[src/rtl/id_ex_stage_if.sv]
// rtl/id_ex_stage_if.sv - decode-side inputs and EX-side registered outputs of the ID/EX stage
interface id_ex_stage_if #(
  parameter int XLEN = 32
);
  logic            if_id_valid_i;
  logic [XLEN-1:0] if_id_pc_i;
  logic [4:0]      if_id_rs1_i;
  logic [4:0]      if_id_rs2_i;
  logic [4:0]      if_id_rd_i;
  logic            if_id_use_rs1_i;
  logic            if_id_use_rs2_i;
  logic [XLEN-1:0] rs1_data_i;
  logic [XLEN-1:0] rs2_data_i;
  logic [XLEN-1:0] imm_i;
  logic            regwrite_i;
  logic            memread_i;
  logic            memwrite_i;
  logic            memtoreg_i;
  logic            alusrc_i;
  logic            branch_i;
  logic [1:0]      aluop_i;

  logic            id_ex_valid_o;
  logic [XLEN-1:0] id_ex_pc_o;
  logic [XLEN-1:0] id_ex_rs1_data_o;
  logic [XLEN-1:0] id_ex_rs2_data_o;
  logic [XLEN-1:0] id_ex_imm_o;
  logic [4:0]      id_ex_rs1_o;
  logic [4:0]      id_ex_rs2_o;
  logic [4:0]      id_ex_rd_o;
  logic            id_ex_regwrite_o;
  logic            id_ex_memread_o;
  logic            id_ex_memwrite_o;
  logic            id_ex_memtoreg_o;
  logic            id_ex_alusrc_o;
  logic            id_ex_branch_o;
  logic [1:0]      id_ex_aluop_o;

  modport master (
    output if_id_valid_i, if_id_pc_i, if_id_rs1_i, if_id_rs2_i, if_id_rd_i,
           if_id_use_rs1_i, if_id_use_rs2_i, rs1_data_i, rs2_data_i, imm_i,
           regwrite_i, memread_i, memwrite_i, memtoreg_i, alusrc_i, branch_i, aluop_i,
    input  id_ex_valid_o, id_ex_pc_o, id_ex_rs1_data_o, id_ex_rs2_data_o, id_ex_imm_o,
           id_ex_rs1_o, id_ex_rs2_o, id_ex_rd_o, id_ex_regwrite_o, id_ex_memread_o,
           id_ex_memwrite_o, id_ex_memtoreg_o, id_ex_alusrc_o, id_ex_branch_o, id_ex_aluop_o
  );

  modport slave (
    input  if_id_valid_i, if_id_pc_i, if_id_rs1_i, if_id_rs2_i, if_id_rd_i,
           if_id_use_rs1_i, if_id_use_rs2_i, rs1_data_i, rs2_data_i, imm_i,
           regwrite_i, memread_i, memwrite_i, memtoreg_i, alusrc_i, branch_i, aluop_i,
    output id_ex_valid_o, id_ex_pc_o, id_ex_rs1_data_o, id_ex_rs2_data_o, id_ex_imm_o,
           id_ex_rs1_o, id_ex_rs2_o, id_ex_rd_o, id_ex_regwrite_o, id_ex_memread_o,
           id_ex_memwrite_o, id_ex_memtoreg_o, id_ex_alusrc_o, id_ex_branch_o, id_ex_aluop_o
  );
endinterface

[src/rtl/id_ex_stage.sv]
// rtl/id_ex_stage.sv - ID/EX pipeline register with load-use bubble insertion
// Optional saturating bubble counter enabled by ID_EX_STALL_CNT_EN.
module id_ex_stage #(
  parameter int XLEN  = 32,
  parameter int CNT_W = 32
) (
  input  logic             clk_i,
  input  logic             rst_n_i,
  input  logic             hold_i,
  input  logic             flush_i,
  id_ex_stage_if.slave     bus,
`ifdef ID_EX_STALL_CNT_EN
  output logic [CNT_W-1:0] stall_cnt_o,
`endif
  output logic             stall_o
);

  typedef struct packed {
    logic            valid;
    logic [XLEN-1:0] pc;
    logic [XLEN-1:0] rs1_data;
    logic [XLEN-1:0] rs2_data;
    logic [XLEN-1:0] imm;
    logic [4:0]      rs1;
    logic [4:0]      rs2;
    logic [4:0]      rd;
    logic            regwrite;
    logic            memread;
    logic            memwrite;
    logic            memtoreg;
    logic            alusrc;
    logic            branch;
    logic [1:0]      aluop;
  } ex_t;

  ex_t  ex_q;
  ex_t  ex_d;
  logic luh;
  logic ctl_en;

  assign luh = ex_q.valid & ex_q.memread & (ex_q.rd != 5'd0) & bus.if_id_valid_i &
               ((bus.if_id_use_rs1_i & (ex_q.rd == bus.if_id_rs1_i)) |
                (bus.if_id_use_rs2_i & (ex_q.rd == bus.if_id_rs2_i)));

  assign stall_o = luh & ~flush_i & ~hold_i;
  assign ctl_en  = bus.if_id_valid_i;

  // Bubbles clear every field so the forwarding unit can never match one.
  always_comb begin
    ex_d = ex_q;
    if (!hold_i) begin
      if (flush_i || luh) begin
        ex_d = '0;
      end else begin
        ex_d.valid    = bus.if_id_valid_i;
        ex_d.pc       = bus.if_id_pc_i;
        ex_d.rs1_data = bus.rs1_data_i;
        ex_d.rs2_data = bus.rs2_data_i;
        ex_d.imm      = bus.imm_i;
        ex_d.rs1      = bus.if_id_rs1_i;
        ex_d.rs2      = bus.if_id_rs2_i;
        ex_d.rd       = bus.if_id_rd_i;
        ex_d.regwrite = bus.regwrite_i & ctl_en;
        ex_d.memread  = bus.memread_i  & ctl_en;
        ex_d.memwrite = bus.memwrite_i & ctl_en;
        ex_d.memtoreg = bus.memtoreg_i & ctl_en;
        ex_d.alusrc   = bus.alusrc_i   & ctl_en;
        ex_d.branch   = bus.branch_i   & ctl_en;
        ex_d.aluop    = bus.aluop_i    & {2{ctl_en}};
      end
    end
  end

  always_ff @(posedge clk_i or negedge rst_n_i) begin
    if (!rst_n_i) begin
      ex_q <= '0;
    end else begin
      ex_q <= ex_d;
    end
  end

  assign bus.id_ex_valid_o    = ex_q.valid;
  assign bus.id_ex_pc_o       = ex_q.pc;
  assign bus.id_ex_rs1_data_o = ex_q.rs1_data;
  assign bus.id_ex_rs2_data_o = ex_q.rs2_data;
  assign bus.id_ex_imm_o      = ex_q.imm;
  assign bus.id_ex_rs1_o      = ex_q.rs1;
  assign bus.id_ex_rs2_o      = ex_q.rs2;
  assign bus.id_ex_rd_o       = ex_q.rd;
  assign bus.id_ex_regwrite_o = ex_q.regwrite;
  assign bus.id_ex_memread_o  = ex_q.memread;
  assign bus.id_ex_memwrite_o = ex_q.memwrite;
  assign bus.id_ex_memtoreg_o = ex_q.memtoreg;
  assign bus.id_ex_alusrc_o   = ex_q.alusrc;
  assign bus.id_ex_branch_o   = ex_q.branch;
  assign bus.id_ex_aluop_o    = ex_q.aluop;

`ifdef ID_EX_STALL_CNT_EN
  // Counts only edges where the load-use bubble wins; hold and flush take precedence.
  always_ff @(posedge clk_i or negedge rst_n_i) begin
    if (!rst_n_i) begin
      stall_cnt_o <= '0;
    end else if (!hold_i && !flush_i && luh && (stall_cnt_o != {CNT_W{1'b1}})) begin
      stall_cnt_o <= stall_cnt_o + 1'b1;
    end
  end
`else
  if (CNT_W < 1) begin : g_cnt_w_unused
  end
`endif

endmodule

[src/flat_wrapper.sv]
// flat-port wrapper written by rule: the top's interface ports become plain ports
module id_ex_stage_flat 
#(
  parameter int XLEN  = 32,
  parameter int CNT_W = 32
)
  (clk_i, rst_n_i, hold_i, flush_i, stall_o, bus_if_id_valid_i, bus_if_id_pc_i, bus_if_id_rs1_i, bus_if_id_rs2_i, bus_if_id_rd_i, bus_if_id_use_rs1_i, bus_if_id_use_rs2_i, bus_rs1_data_i, bus_rs2_data_i, bus_imm_i, bus_regwrite_i, bus_memread_i, bus_memwrite_i, bus_memtoreg_i, bus_alusrc_i, bus_branch_i, bus_aluop_i, bus_id_ex_valid_o, bus_id_ex_pc_o, bus_id_ex_rs1_data_o, bus_id_ex_rs2_data_o, bus_id_ex_imm_o, bus_id_ex_rs1_o, bus_id_ex_rs2_o, bus_id_ex_rd_o, bus_id_ex_regwrite_o, bus_id_ex_memread_o, bus_id_ex_memwrite_o, bus_id_ex_memtoreg_o, bus_id_ex_alusrc_o, bus_id_ex_branch_o, bus_id_ex_aluop_o);
  id_ex_stage_if #(.XLEN(XLEN)) bus_i ();
  input  logic clk_i;
  input  logic rst_n_i;
  input  logic hold_i;
  input  logic flush_i;
  output logic stall_o;
  input wire logic [$bits(bus_i.if_id_valid_i)-1:0] bus_if_id_valid_i;
  input wire logic [$bits(bus_i.if_id_pc_i)-1:0] bus_if_id_pc_i;
  input wire logic [$bits(bus_i.if_id_rs1_i)-1:0] bus_if_id_rs1_i;
  input wire logic [$bits(bus_i.if_id_rs2_i)-1:0] bus_if_id_rs2_i;
  input wire logic [$bits(bus_i.if_id_rd_i)-1:0] bus_if_id_rd_i;
  input wire logic [$bits(bus_i.if_id_use_rs1_i)-1:0] bus_if_id_use_rs1_i;
  input wire logic [$bits(bus_i.if_id_use_rs2_i)-1:0] bus_if_id_use_rs2_i;
  input wire logic [$bits(bus_i.rs1_data_i)-1:0] bus_rs1_data_i;
  input wire logic [$bits(bus_i.rs2_data_i)-1:0] bus_rs2_data_i;
  input wire logic [$bits(bus_i.imm_i)-1:0] bus_imm_i;
  input wire logic [$bits(bus_i.regwrite_i)-1:0] bus_regwrite_i;
  input wire logic [$bits(bus_i.memread_i)-1:0] bus_memread_i;
  input wire logic [$bits(bus_i.memwrite_i)-1:0] bus_memwrite_i;
  input wire logic [$bits(bus_i.memtoreg_i)-1:0] bus_memtoreg_i;
  input wire logic [$bits(bus_i.alusrc_i)-1:0] bus_alusrc_i;
  input wire logic [$bits(bus_i.branch_i)-1:0] bus_branch_i;
  input wire logic [$bits(bus_i.aluop_i)-1:0] bus_aluop_i;
  output wire logic [$bits(bus_i.id_ex_valid_o)-1:0] bus_id_ex_valid_o;
  output wire logic [$bits(bus_i.id_ex_pc_o)-1:0] bus_id_ex_pc_o;
  output wire logic [$bits(bus_i.id_ex_rs1_data_o)-1:0] bus_id_ex_rs1_data_o;
  output wire logic [$bits(bus_i.id_ex_rs2_data_o)-1:0] bus_id_ex_rs2_data_o;
  output wire logic [$bits(bus_i.id_ex_imm_o)-1:0] bus_id_ex_imm_o;
  output wire logic [$bits(bus_i.id_ex_rs1_o)-1:0] bus_id_ex_rs1_o;
  output wire logic [$bits(bus_i.id_ex_rs2_o)-1:0] bus_id_ex_rs2_o;
  output wire logic [$bits(bus_i.id_ex_rd_o)-1:0] bus_id_ex_rd_o;
  output wire logic [$bits(bus_i.id_ex_regwrite_o)-1:0] bus_id_ex_regwrite_o;
  output wire logic [$bits(bus_i.id_ex_memread_o)-1:0] bus_id_ex_memread_o;
  output wire logic [$bits(bus_i.id_ex_memwrite_o)-1:0] bus_id_ex_memwrite_o;
  output wire logic [$bits(bus_i.id_ex_memtoreg_o)-1:0] bus_id_ex_memtoreg_o;
  output wire logic [$bits(bus_i.id_ex_alusrc_o)-1:0] bus_id_ex_alusrc_o;
  output wire logic [$bits(bus_i.id_ex_branch_o)-1:0] bus_id_ex_branch_o;
  output wire logic [$bits(bus_i.id_ex_aluop_o)-1:0] bus_id_ex_aluop_o;
  assign bus_i.if_id_valid_i = bus_if_id_valid_i;
  assign bus_i.if_id_pc_i = bus_if_id_pc_i;
  assign bus_i.if_id_rs1_i = bus_if_id_rs1_i;
  assign bus_i.if_id_rs2_i = bus_if_id_rs2_i;
  assign bus_i.if_id_rd_i = bus_if_id_rd_i;
  assign bus_i.if_id_use_rs1_i = bus_if_id_use_rs1_i;
  assign bus_i.if_id_use_rs2_i = bus_if_id_use_rs2_i;
  assign bus_i.rs1_data_i = bus_rs1_data_i;
  assign bus_i.rs2_data_i = bus_rs2_data_i;
  assign bus_i.imm_i = bus_imm_i;
  assign bus_i.regwrite_i = bus_regwrite_i;
  assign bus_i.memread_i = bus_memread_i;
  assign bus_i.memwrite_i = bus_memwrite_i;
  assign bus_i.memtoreg_i = bus_memtoreg_i;
  assign bus_i.alusrc_i = bus_alusrc_i;
  assign bus_i.branch_i = bus_branch_i;
  assign bus_i.aluop_i = bus_aluop_i;
  assign bus_id_ex_valid_o = bus_i.id_ex_valid_o;
  assign bus_id_ex_pc_o = bus_i.id_ex_pc_o;
  assign bus_id_ex_rs1_data_o = bus_i.id_ex_rs1_data_o;
  assign bus_id_ex_rs2_data_o = bus_i.id_ex_rs2_data_o;
  assign bus_id_ex_imm_o = bus_i.id_ex_imm_o;
  assign bus_id_ex_rs1_o = bus_i.id_ex_rs1_o;
  assign bus_id_ex_rs2_o = bus_i.id_ex_rs2_o;
  assign bus_id_ex_rd_o = bus_i.id_ex_rd_o;
  assign bus_id_ex_regwrite_o = bus_i.id_ex_regwrite_o;
  assign bus_id_ex_memread_o = bus_i.id_ex_memread_o;
  assign bus_id_ex_memwrite_o = bus_i.id_ex_memwrite_o;
  assign bus_id_ex_memtoreg_o = bus_i.id_ex_memtoreg_o;
  assign bus_id_ex_alusrc_o = bus_i.id_ex_alusrc_o;
  assign bus_id_ex_branch_o = bus_i.id_ex_branch_o;
  assign bus_id_ex_aluop_o = bus_i.id_ex_aluop_o;
  id_ex_stage #(.XLEN(XLEN), .CNT_W(CNT_W)) u_core (.clk_i(clk_i), .rst_n_i(rst_n_i), .hold_i(hold_i), .flush_i(flush_i), .bus(bus_i), .stall_o(stall_o));
endmodule
[config.mk]
export PLATFORM = sky130hd
export DESIGN_NAME = id_ex_stage_flat
export DESIGN_NICKNAME = d
export VERILOG_FILES = /design/src/rtl/id_ex_stage_if.sv /design/src/rtl/id_ex_stage.sv /design/src/flat_wrapper.sv
export SDC_FILE = /design/constraint.sdc
export NUM_CORES = 1
export LEC_CHECK = 0
export ABC_CLOCK_PERIOD_IN_PS = 2360
export BUFFER_PORTS_ARGS = -buffer_cell sky130_fd_sc_hd__buf_4
export CAP_MARGIN = 20
export CORE_MARGIN = 5
export CORE_UTILIZATION = 30
export DETAILED_ROUTE_END_ITERATION = 10
export GPL_TIMING_DRIVEN = 0
export PLACE_DENSITY = 0.66
export SYNTH_ARGS = -nofsm -noshare
export SYNTH_HDL_FRONTEND = slang
export SYNTH_SLANG_ARGS = --single-unit
[constraint.sdc]
create_clock -name clk_i -period 2.36 [get_ports clk_i]
set_input_delay 0.354 -clock clk_i [delete_from_list [all_inputs] [get_ports clk_i]]
set_output_delay 0.354 -clock clk_i [all_outputs]
set_load 0.01 [all_outputs]
==> results of run 1 <==
==> cell usage after synthesis <==
cell type    n
dfrtp_1    152
nand2_1    146
a32oi_1    144
o21ai_0    118
clkbuf_1    61
o21ai_1     34
xnor2_1     10
and3_1       9
buf_2        9
a22oi_1      8
buf_4        8
nand3_1      8
buf_1        5
nand4_1      2
nor2_1       1
nor4b_1      1
o21ai_2      1
o22ai_2      1
or4_1        1
==> worst paths after layout <==
path | startpoint | end | cells past startpoint
min reg2reg | u_core.bus.id_ex_rs1_data_o[12] | u_core.bus.id_ex_rs1_data_o[12] | 2
min | bus_imm_i[0] | u_core.bus.id_ex_imm_o[0] | 3
max reg2reg | u_core.bus.id_ex_rd_o[1] | u_core.bus.id_ex_rs1_data_o[20] | 7
min in group asynchronous | rst_n_i | u_core.bus.id_ex_rs1_data_o[28] | 2
max in group asynchronous | rst_n_i | u_core.bus.id_ex_rs1_data_o[10] | 3
max | u_core.bus.id_ex_rd_o[1] | stall_o | 5
==> routing by layer <==
layer	up-vias	track usage (%)	part of all wire [%]
met1	3680	26.7	42
met2	352	33.1	48
met5	-	0	0
met3	25	6.56	9.2
met4	0	5.07	1.3
li1	3429	-	-
==> worst register-to-register path: cells and delay by family (launching register included) <==
kind	cells	cell delay [ps]
simple gates	1	560
buf+inv	3	660
flops	1	460
compound gates	3	410
==> flip-flops by register name, indices dropped and copies added, names as in the netlist, 2 cells and up <==
signal / count
u_core.bus.id_ex_aluop_o: 2
u_core.bus.id_ex_rd_o: 5
u_core.bus.id_ex_rs2_data_o: 32
u_core.bus.id_ex_rs1_o: 5
u_core.bus.id_ex_rs2_o: 5
u_core.bus.id_ex_imm_o: 32
u_core.bus.id_ex_pc_o: 32
u_core.bus.id_ex_rs1_data_o: 32
==> power by group through the flow <==
stage / sequential (mW) / combinational [mW] / clock, mW
global route: 3.19 / 1.85 / 2.82
global placement: 3.19 / 1.64 / 0
finish: 3.15 / 1.69 / 2.65
floorplan: 3.29 / 0.501 / 0
detailed placement: 3.18 / 1.68 / 0
CTS: 3.15 / 1.69 / 2.72
==> cell families after synthesis <==
group	count (synthesis)
DFF	152
buffers and inverters	83
xor gates and xnor gates	10
and+or+nand+nor	168
AOI/OAI and AO/OA	306
==> through the flow <==
stage / setup WS, ps / hold slack, ps / setup TNS (ps) / cells / power, mW
2_1_floorplan: 317 / 58.4 / 0 / 719 / 3.79
3_3_place_gp: -443 / 477 / -44220 / 1347 / 4.83
3_5_place_dp: -430 / 353 / -43960 / 1348 / 4.86
4_1_cts: -4.90 / 155 / -4.90 / 1385 / 7.56
5_1_grt: -4.33 / 163 / -4.33 / 1390 / 7.86
6_report: 62.6 / 178 / 0 / 1390 / 7.49
==> final cells by class <==
| class | count | area [µm²] |
|---|---|---|
| Buffer | 83 | 377 |
| Fill cell | 2316 | 12800 |
| Sequential cell | 152 | 3810 |
| Timing Repair Buffer | 320 | 2430 |
| Multi-Input combinational cell | 484 | 2910 |
| Tap cell | 319 | 399 |
| Clock buffer | 17 | 425 |
| Clock inverter | 15 | 131 |
==> timing repair <==
item / CTS / global route
hold endpoints to repair: 68 / 0
pin swaps: 3 / 5
resized for setup: 15 / 6
buffers inserted: 4 / 5
hold buffers: 1 / 0
endpoints found under the setup margin: 72 / 28
==> impl_results.md, run 1 <==
* Inserted Clock Buffers at 17
* Max Fclk at 0.435 GHz
* Post-route ant nets at 0
* Post-route cell area at 0.0105 mm²
* Routability cong. at 0.847
* Synth Area in Compound Gates at 29.9%
* Clock Sinks at 152
* Crit path time final at 2300 ps
* Synth area leader: dfrtp_1
* Global Route Usage Sum at 20.4%
* Synthesized area at 0.00702 mm²
* Leakage power at 4.57 nW
* Crit path DAT at 1940 ps
* Post-synthesis mux area share at 0%
* Starting Density at 30.2%
* Ports at 311
* Setup Skew at 11.0 ps
* Sw frac at 31.2%
* Synth unique cells at 19
* Number of diodes at 0
* Setup Viol. Count Final at 0
* Post-Synth XOR/XNOR Area at 1.25%
* CTS clock-pin slew for the worst setup and hold paths at 70 ps
* Layout cells sized above 1 at 35.6%
* Synth top area share at 54.2%
* Yosys Warn Count at 0
* Worst Setup End Kind: output pin
* R2R setup slack at 210 ps
* Crit path buf inv count at 2
* Synthesized instance count at 719
* Max-slew violation count at 0
* Total core area at 0.0233 mm²
* Crit Path Class: flop to output pin
* Post-synthesis adder-cell area fraction at 0%
* Post-DP HPWL at 20300 µm
* Peak VDD IR at 0.343 mV
* CP max FO at 5
* Slowest cell delay on critical path at 560 ps
* H-tree lvl count at 4
* Status: complete, no violations
* Synth top area cells: dfrtp_1 54%, a32oi_1 18%, o21ai_0 8.4%
* CP top delay family: simple AND/OR/NAND/NOR gates
* Post-DP Area at 0.00978 mm²
* Vias in the first global route at 7330
* DR pass1 iterations at 4
* Initial antenna violation count at 0
* Most frequent cells in the layout: 325 x buf_4, 148 x dfrtp_1, 146 x nand2_1
* Max-cap violation count at 0
* WL per Instance at 20.1 µm
* Via-to-Cell Ratio at 5.39
* Comb power frac at 22.5%
* Die height at 163 µm
* TritonCTS clock tree: built
* Final Hold Fails at 0
* Rows at 56
* Max_slew headroom at 54.6%
* Synth Area per Inst at 9.77 µm²
* Nets at 1216
* Congestion Overflow GR at 0
* Startpoint types: flop
* Simple-gate share of the synthesized area at 9.64%
* Largest net degree at the start of global routing at 85
* Die width at 163 µm
* Final Util at 45.1%
* CTS root buf: clkbuf_16
* Synth Register Bits at 152
* Largest family of logic cells by synthesized area: compound AO/OA/AOI/OAI gates
* Clock Latency Late Sink at 420 ps
* Via count at 7486
* Clk buf depth at 2
* Pwr/cell area at 714 mW/mm²
* Clk pwr share at 35.3%
* Drt total wl at 28000 µm
* Worst path slowest cell: or4_4
* Sw Pwr at 2.34 mW
* First-pass GRT wire length at 43200 µm
* Die ar. at 0.0266 mm²
* Critical Path RT at 2010 ps
* Initial DRC count at 601
* Final period util at 97.3%
* Port Buffers at 309
* Layout area overhead at 49.2%
* Post-Synthesis Net Count at 877
* Worst path cell trace: or4_4, o21ai_4, buf_8, nor4b_2, buf_4
* Internal power at 5.15 mW
* DRC at 0
* Flop pwr share at 42.1%
* Most common cell after layout, fill and taps aside: buf_4
* Hold/Removal Path Class: input port to flop
* Seq/Total Area, Yosys at 54.2%
* Slew @ Worst Pin at 681 ps
(Power assumes the default switching activity.)
==> run 2: changes to the inputs <==
- GPL_TIMING_DRIVEN: 0 -> 1
==> impl_results.md, run 2 (same netlist as run 1, synthesis figures left out) <==
* Worst path slowest cell: or4_1
* Critical Path RT at 2010 ps
* Largest net degree at the start of global routing at 89
* Max Fclk at 0.441 GHz
* Die ar. at 0.0266 mm²
* Drt total wl at 24200 µm
* Fillers at 2276
* CTS root buf: clkbuf_16
* Post-DP HPWL at 16000 µm
* Slowest cell delay on critical path at 590 ps
* Total core area at 0.0233 mm²
* Crit path time final at 2270 ps
* Nets at 1144
* Congestion Overflow GR at 0
* Final Hold Fails at 0
* Post-route cell area at 0.0103 mm²
* Crit Path Class: flop to output pin
* Initial antenna violation count at 0
* Via count at 7031
* Hold/Removal Path Class: input port to flop
* Dpl ws at 356 ps
* Post-DP Area at 0.00968 mm²
* Via-to-Cell Ratio at 5.34
* Max-slew violation count at 0
* Routability cong. at 0.770
* Max_slew headroom at 38.1%
* Startpoint types: flop
* CTS clock-pin slew for the worst setup and hold paths at 70 ps
* Layout area overhead at 46.3%
* H-tree lvl count at 4
* Pwr/cell area at 731 mW/mm²
* Clock Sinks at 152
* DR pass1 iterations at 5
* Initial DRC count at 624
* Die height at 163 µm
* Slew @ Worst Pin at 928 ps
* Setup Viol. Count Final at 0
* Worst Setup End Kind: output pin
* Number of diodes at 0
* WL per Instance at 18.4 µm
* Fin Setup TNS at 0 ps
* Most frequent cells in the layout: 320 x buf_4, 152 x dfrtp_1, 146 x nand2_1
* Max-cap violation count at 0
* Leakage power at 4.49 nW
* Most common cell after layout, fill and taps aside: buf_4
* Peak VDD IR at 0.418 mV
* Setup ws final at 91.0 ps
* Die width at 163 µm
* Clock Latency Late Sink at 420 ps
* Ports at 311
* Crit path DAT at 1910 ps
* TritonCTS clock tree: built
* Worst path cell trace: or4_1, o21ai_4, nor4b_2, buf_4
* Global Route Usage Sum at 17.5%
* Final period util at 96.1%
* Layout cells sized above 1 at 36.4%
* CP max FO at 5
* Hold Slack at 187 ps
* Inserted Clock Buffers at 17
* Status: complete, no violations
* Port Buffers at 310
* Clk buf depth at 2
* Vias in the first global route at 6700
* DRC at 0
* Post-route ant nets at 0
* First-pass GRT wire length at 37800 µm
* Starting Density at 30.2%
* RSZ-0062 raised after global routing: no
* Rows at 56
* Setup Skew at 14.7 ps
[run 2: cell types whose count changed in the layout (fill, tap and decap cells not counted), moves of 3 or more]
cell and delta:
clkbuf_1 -56, buf_12 +9, buf_2 -7, buf_1 -5, buf_4 -5, dfrtp_1 +4, dfrtp_2 -4, inv_8 -4
buf_8 -3, clkbuf_2 -3
[run 2: critical path, delay by kind of cell (launching register included)]
kind	cells	cell delay, ps
buf+inv	1	150
simple gates	2	670
compound gates	1	250
flops	1	440
[run 2: path summary, 6_finish.rpt]
kind	end	start	depth (start not counted)	slack (ps)
worst min register to register	u_core.bus.id_ex_rs2_data_o[20]	u_core.bus.id_ex_rs2_data_o[20]	2	490
worst max-delay path	stall_o	u_core.bus.id_ex_rd_o[2]	4	90
worst min-delay path	u_core.bus.id_ex_pc_o[7]	bus_if_id_pc_i[7]	3	190
min in group asynchronous	u_core.bus.id_ex_rs2_data_o[1]	rst_n_i	2	490
max in group asynchronous	u_core.bus.id_ex_rs1_data_o[26]	rst_n_i	3	1180
worst max register to register	u_core.bus.id_ex_imm_o[8]	u_core.bus.id_ex_rd_o[2]	5	290
[run 2: layer usage]
layer  track usage, %  share of wire, %  up-vias
met5                0                 0        -
met4             4.61               1.3        0
met1             23.5                43     3406
met3             5.90               9.8       20
li1                 -                 -     3273
met2             27.2                46      332
[run 2: repair_timing]
action,in CTS,in global routing
pin swaps,0,1
endpoints found under the hold margin,39,0
gates resized for setup,1,0
hold buffers,1,0
endpoints found under the setup margin,1,1
buffers inserted,0,1
[run 2: power by group]
part	internal (mW)	leakage [nW]	switching, mW	total [mW]
Clock	1.57	0.267	1.18	2.76
Combinational	0.815	2.34	0.813	1.63
Sequential	2.92	1.88	0.207	3.13
Total	5.31	4.49	2.20	7.51
[run 2: layout make-up]
| cell class | instances | area, µm² | share of cell area [%] |
|---|---|---|---|
| repair buffers | 331 | 2600 | 25.3 |
| well taps | 319 | 399 | 3.88 |
| flip-flops and latches | 152 | 3800 | 37.0 |
| multi-input cells | 484 | 2900 | 28.2 |
| clock buffers | 19 | 433 | 4.21 |
| clock inverters | 12 | 143 | 1.39 |
[run 2: metrics by stage]
step           utilization, %  instances  power (mW)
5_1_grt                  44.2       1317        7.91
3_3_place_gp             41.6       1284        4.79
4_1_cts                  44.2       1316        7.63
3_5_place_dp             41.6       1284        4.82
2_1_floorplan               -        719        3.79
6_report                 44.2       1317        7.51
